[src/rtl/multicycle_control.sv]
// multicycle_control
// ------------------
// Multi-cycle sequencer for the MIPS datapath. One instruction at a time is
// walked through fetch, decode, execute, memory and write-back. The single ALU
// and the single memory port are shared across those cycles.
//
// Outputs are a combinational decode of the current state. In FETCH and
// BRANCH they also depend on memory_ready or zero. Because the state register
// resets asynchronously, every output drops to 0 as soon as reset rises.
//
// Optional feature: define MULTICYCLE_PERF_COUNTER_EN to add the free-running
// cycle_count and retired_count performance counters. Leaving it undefined
// removes those ports and counters; the FSM behaves the same either way.

module multicycle_control (
   input  logic        system_clock,
   input  logic        reset,
   input  logic [5:0]  opcode,
   input  logic        zero,
   input  logic        memory_ready,
   output logic        pc_write,
   output logic [1:0]  pc_source,
   output logic        instruction_register_write,
   output logic        i_or_d,
   output logic        memory_read,
   output logic        memory_write,
   output logic        alu_source_a,
   output logic [1:0]  alu_source_b,
   output logic [1:0]  alu_opcode,
   output logic        register_destination,
   output logic        memory_to_register,
   output logic        register_write,
   output logic        illegal_opcode,
   output logic [3:0]  state
`ifdef MULTICYCLE_PERF_COUNTER_EN
   ,
   output logic [31:0] cycle_count,
   output logic [31:0] retired_count
`endif
);

   typedef enum logic [3:0] {
      IDLE      = 4'd0,
      FETCH     = 4'd1,
      DECODE    = 4'd2,
      MEM_ADDR  = 4'd3,
      MEM_READ  = 4'd4,
      MEM_WB    = 4'd5,
      MEM_WRITE = 4'd6,
      EXECUTE   = 4'd7,
      R_WB      = 4'd8,
      BRANCH    = 4'd9,
      JUMP      = 4'd10,
      ADDI_EX   = 4'd11,
      ADDI_WB   = 4'd12
   } state_t;

   localparam logic [5:0] OP_RTYPE = 6'b000000;
   localparam logic [5:0] OP_LW    = 6'b100011;
   localparam logic [5:0] OP_SW    = 6'b101011;
   localparam logic [5:0] OP_BEQ   = 6'b000100;
   localparam logic [5:0] OP_BNE   = 6'b000101;
   localparam logic [5:0] OP_J     = 6'b000010;
   localparam logic [5:0] OP_ADDI  = 6'b001000;

   state_t     current_state;
   logic [5:0] opcode_q;

   assign state = current_state;

   // Sequencer. The opcode is captured only in DECODE, so the later states
   // (lw/sw split, beq/bne test) ignore anything the instruction register
   // does afterwards. The memory states hold until memory_ready is seen.
   always_ff @(posedge system_clock or posedge reset) begin
      if (reset) begin
         current_state <= IDLE;
         opcode_q      <= 6'd0;
      end else begin
         case (current_state)
            IDLE: current_state <= FETCH;
            FETCH: begin
               if (memory_ready)
                  current_state <= DECODE;
            end
            DECODE: begin
               opcode_q <= opcode;
               case (opcode)
                  OP_RTYPE:       current_state <= EXECUTE;
                  OP_LW, OP_SW:   current_state <= MEM_ADDR;
                  OP_BEQ, OP_BNE: current_state <= BRANCH;
                  OP_J:           current_state <= JUMP;
                  OP_ADDI:        current_state <= ADDI_EX;
                  default:        current_state <= FETCH;
               endcase
            end
            MEM_ADDR: begin
               if (opcode_q == OP_SW)
                  current_state <= MEM_WRITE;
               else
                  current_state <= MEM_READ;
            end
            MEM_READ: begin
               if (memory_ready)
                  current_state <= MEM_WB;
            end
            MEM_WB: current_state <= FETCH;
            MEM_WRITE: begin
               if (memory_ready)
                  current_state <= FETCH;
            end
            EXECUTE: current_state <= R_WB;
            R_WB:    current_state <= FETCH;
            BRANCH:  current_state <= FETCH;
            JUMP:    current_state <= FETCH;
            ADDI_EX: current_state <= ADDI_WB;
            ADDI_WB: current_state <= FETCH;
            default: current_state <= IDLE;
         endcase
      end
   end

   // Datapath steering. Every strobe defaults to 0; each state raises only
   // what it needs. FETCH loads the PC and IR on the same cycle that memory
   // delivers the instruction. PC+4 comes from the ALU.
   always_comb begin
      pc_write                   = 1'b0;
      pc_source                  = 2'b00;
      instruction_register_write = 1'b0;
      i_or_d                     = 1'b0;
      memory_read                = 1'b0;
      memory_write               = 1'b0;
      alu_source_a               = 1'b0;
      alu_source_b               = 2'b00;
      alu_opcode                 = 2'b00;
      register_destination       = 1'b0;
      memory_to_register         = 1'b0;
      register_write             = 1'b0;
      illegal_opcode             = 1'b0;
      case (current_state)
         FETCH: begin
            memory_read                = 1'b1;
            alu_source_b               = 2'b01;
            pc_write                   = memory_ready;
            instruction_register_write = memory_ready;
         end
         DECODE: begin
            alu_source_b = 2'b11;
            case (opcode)
               OP_RTYPE, OP_LW, OP_SW, OP_BEQ, OP_BNE, OP_J, OP_ADDI:
                  illegal_opcode = 1'b0;
               default:
                  illegal_opcode = 1'b1;
            endcase
         end
         MEM_ADDR: begin
            alu_source_a = 1'b1;
            alu_source_b = 2'b10;
         end
         MEM_READ: begin
            memory_read = 1'b1;
            i_or_d      = 1'b1;
         end
         MEM_WB: begin
            register_write     = 1'b1;
            memory_to_register = 1'b1;
         end
         MEM_WRITE: begin
            memory_write = 1'b1;
            i_or_d       = 1'b1;
         end
         EXECUTE: begin
            alu_source_a = 1'b1;
            alu_opcode   = 2'b10;
         end
         R_WB: begin
            register_write       = 1'b1;
            register_destination = 1'b1;
         end
         BRANCH: begin
            alu_source_a = 1'b1;
            alu_opcode   = 2'b01;
            pc_source    = 2'b01;
            pc_write     = ((opcode_q == OP_BEQ) && zero) ||
                           ((opcode_q == OP_BNE) && !zero);
         end
         JUMP: begin
            pc_source = 2'b10;
            pc_write  = 1'b1;
         end
         ADDI_EX: begin
            alu_source_a = 1'b1;
            alu_source_b = 2'b10;
         end
         ADDI_WB: begin
            register_write = 1'b1;
         end
         default: begin
            pc_write = 1'b0;
         end
      endcase
   end

`ifdef MULTICYCLE_PERF_COUNTER_EN
   logic retiring;

   // An instruction retires when its final state hands back to FETCH.
   // Illegal opcodes return from DECODE and are not counted.
   always_comb begin
      retiring = 1'b0;
      case (current_state)
         MEM_WB, R_WB, BRANCH, JUMP, ADDI_WB: retiring = 1'b1;
         MEM_WRITE:                           retiring = memory_ready;
         default:                             retiring = 1'b0;
      endcase
   end

   // Free-running performance counters. Both wrap naturally at 32 bits.
   always_ff @(posedge system_clock or posedge reset) begin
      if (reset) begin
         cycle_count   <= 32'd0;
         retired_count <= 32'd0;
      end else begin
         cycle_count <= cycle_count + 32'd1;
         if (retiring)
            retired_count <= retired_count + 32'd1;
      end
   end
`endif

endmodule

[config.mk]
export PLATFORM = sky130hd
export DESIGN_NAME = multicycle_control
export DESIGN_NICKNAME = d
export VERILOG_FILES = /design/src/rtl/multicycle_control.sv
export SDC_FILE = /design/constraint.sdc
export NUM_CORES = 1
export LEC_CHECK = 0
export ABC_CLOCK_PERIOD_IN_PS = 2200
export CAP_MARGIN = 10
export CORE_MARGIN = 2
export CORE_UTILIZATION = 44
export CTS_BUF_LIST = sky130_fd_sc_hd__clkbuf_2 sky130_fd_sc_hd__clkbuf_4 sky130_fd_sc_hd__clkbuf_8
export CTS_CLUSTER_SIZE = 8
export DETAILED_ROUTE_END_ITERATION = 10
export HOLD_SLACK_MARGIN = 0.03
export PLACE_DENSITY = 0.81
export RECOVER_POWER = 100
export SLEW_MARGIN = 20
export SYNTH_ARGS = -nofsm -noshare
export SYNTH_HDL_FRONTEND = slang
export SYNTH_SLANG_ARGS = --single-unit
[constraint.sdc]
create_clock -name system_clock -period 2.2 [get_ports system_clock]
set_clock_uncertainty 0.05 [all_clocks]
set_input_delay 0.33 -clock system_clock [delete_from_list [all_inputs] [get_ports system_clock]]
set_output_delay 0.33 -clock system_clock [all_outputs]
set_load 0.05 [all_outputs]
==> impl_metrics.ini <==
[status]
run_status = finished clean

[global_route]
grt_pass1_vias = 821
grt_antenna_before_repair = 0
grt_start_max_net_pins = 18
global_route.overflow_total = 0
track_usage_pct = 24.2
global_route_wire_length_before_repair_um = 3550

[sta]
report.final.setup_viol = 0
finalMaxSlewViolations = 0
finalSetupTns_ps = 0
min_period_over_period_pct = 96.6
finalHoldWorstSlack_ps = 435
timing_worst_slew_pin_value_ps = 615
final_critical_path_setup_slack_ps = 75.0
rsz0062_at_grt = no
final.min_clock_period_ps = 2130
max-slew-margin-rel_pct = 59.2
fmax_mhz = 471
timing.final.hold_violations = 0

[critical_path]
critical_path.n_buffers_inverters = 3
critPathCaptureType = output pin
timing_worst_setup_path_type = in2out
crit_path_dat_ps = 1750
cpMaxStageDelayCell = sky130_fd_sc_hd__clkdlybuf4s50_1
cpLargestDelayFamily = buffers and inverters
path_cells = clkdlybuf4s50_1, inv_1, or2_1, mux2_2, o21ai_2, clkbuf_4
critPathLaunchType = input pin
critical-path-max-stage-delay_ps = 480
timing.critical_path.fanout_max = 3
worst-endpoint-required_ps = 1820

[place]
buffer_ports.inserted = 29
weighted_congestion_at_the_end_of_routability_driven_global_placement = 0.830
place.detailed.instances = 136
dpl_worst_slack_ps = 81.9
place_area_sq_um = 1310
place_hpwl_um = 1700

[synth]
yosys_reg_bits = 10
post-synth-top-area-fraction_pct = 33.1
ys_dominant_reg_cell = sky130_fd_sc_hd__dfrtp_1
syn_area_per_cell_sq_um = 8.80
synthTopCellsByArea = sky130_fd_sc_hd__dfrtp_1 (33%), sky130_fd_sc_hd__mux2_1 (7.4%), sky130_fd_sc_hd__nand2b_1 (5.8%), sky130_fd_sc_hd__nor2_1 (5.0%), sky130_fd_sc_hd__nor3_1 (3.3%)
synth_top_area_cell = sky130_fd_sc_hd__dfrtp_1
yosysWarningCount = 0
ys_seq_area_share_pct = 33.1
synthTopCellsByCount = sky130_fd_sc_hd__dfrtp_1 (10), sky130_fd_sc_hd__nor2_1 (10), sky130_fd_sc_hd__nand2b_1 (7)
syn_inst = 86
asyncSetResetFlopFracSynth_pct = 100
synth_enable_flop_cells = 0
syn_area_sq_um = 757
syn_nets = 96
yosys.cell_types.count = 37

[floorplanning]
die-height_um = 45.5
chipWidth_um = 45.5
dieArea_sq_um = 2070
core_sq_um = 1560
floorplan.rows = 14
initial_utilization_pct = 48.6
ios = 30

[cts]
postCtsResizedCells = 0
holdBufCountCts = 0
cts_inserted_buffers = 3
htreeDepth = 1
numClockSinks = 10
cts_tree = yes
cts_max_path_buffers = 2
root_buffer = sky130_fd_sc_hd__clkbuf_4
clock_insertion_delay_worst_skew_ps = 260
clk_transition_reported_paths_ps = 60
post-cts-setup-buffer-count = 0

[flow_run]
timing.max_cap.violations = 0

[worst_hold_path]
hold_crit_path_type = in2async

[final_layout]
final_cells = 139
layout-area-overhead-vs-synth_pct = 58.2
antenna_cells = 0
fin_nets = 135
finish.instance_area_sq_um = 1200
nFillCells = 122
drive_above_1_share_pct = 23.6

[pwr]
p_clk_share_pct = 6.9
p_seq_share_pct = 19.6
share_comb_of_total_power_pct = 73.5
power.switching_fraction_pct = 51.9
p_per_area_nw_per_um2 = 1480
switchingPower_w = 0.000920
maximum_vdd_drop_mv = 0.805
cell_internal_pwr_w = 0.000855
static_leakage_nw = 0.531

[routing]
detail_route.first_pass.iterations = 4
routed-via-count = 838
ant_nets = 0
drt_drc_violations_left = 0
route.detailed.wl_per_inst_um = 15.0
drt-vias-per-instance = 6.03
routed_wirelength_um = 2080
drt_iter0_drc = 11
worst paths after layout:
kind,slack [ps],to,startpoint,cells past startpoint
worst max register to register,320,opcode_q[3],state[3],4
worst min register to register,480,opcode_q[5],opcode_q[5],1
worst min-delay path,440,opcode_q[2],reset,2
min in group system_clock,480,opcode_q[5],opcode_q[5],1
max in group asynchronous,1400,state[0],reset,2
worst max-delay path,70,pc_write,memory_ready,6
flip-flops by register name, indices dropped and copies added, names as in the netlist:
register	cells
opcode_q	6
state	4
layout by cell type (no fill, tap or decap), drive strengths merged, types with 3 or more instances in the layout:
master / n
dlymetal6s2s: 3
nand2b: 7
a21boi: 3
a21oi: 4
nor3: 6
mux2: 7
buf: 18
o21ai: 3
clkbuf: 14
dfrtp: 10
nor2: 10
clkdlybuf4s50: 7
metrics by stage:
stage,utilization (%),total power (W)
floorplan,-,0.00120
global placement,83.8,0.00179
detailed placement,83.8,0.00183
CTS,85.2,0.00195
global route,76.8,0.00187
finish,76.8,0.00178
area by class of cell:
cell class	instances	area [sq um]	share of cell area [%]
clock buffers	3	22.5	1.88
inverters	2	7.51	0.627
multi-input cells	67	473	39.5
flip-flops and latches	10	250	20.9
well taps	16	20.0	1.67
repair buffers	41	424	35.4
worst register-to-register path: stages, from the launching register on:
cell,delay [ps]
sky130_fd_sc_hd__dfrtp_1,500
sky130_fd_sc_hd__clkbuf_1,210
sky130_fd_sc_hd__nor3_1,320
sky130_fd_sc_hd__clkbuf_1,300
sky130_fd_sc_hd__mux2_2,380
routing by layer:
| layer | vias to the layer above | global-route usage (%) | wire, um |
|---|---|---|---|
| met2 | 36 | 41.4 | 1100 |
| met1 | 402 | 27.3 | 791 |
| li1 | 393 | - | - |
| met5 | - | 0 | 0 |
| met3 | 7 | 2.38 | 119 |
| met4 | 0 | 18.2 | 70 |
logic make-up after synthesis:
group	share of synthesized area, %
and+or+nand+nor	26.8
AOI/OAI and AO/OA	21.3
DFF	33.1
buffers and inverters	4.96
muxes	10.4
xor gates and xnor gates	3.47
power groups by stage:
stage / Sequential, W / Combinational [W] / Clock (W)
4_1_cts: 0.000348 / 0.00148 / 0.000124
6_report: 0.000347 / 0.00131 / 0.000123
5_1_grt: 0.000358 / 0.00138 / 0.000132
2_1_floorplan: 0.000425 / 0.000779 / 0
3_3_place_gp: 0.000343 / 0.00145 / 0
3_5_place_dp: 0.000351 / 0.00147 / 0
(Power assumes the default switching activity.)
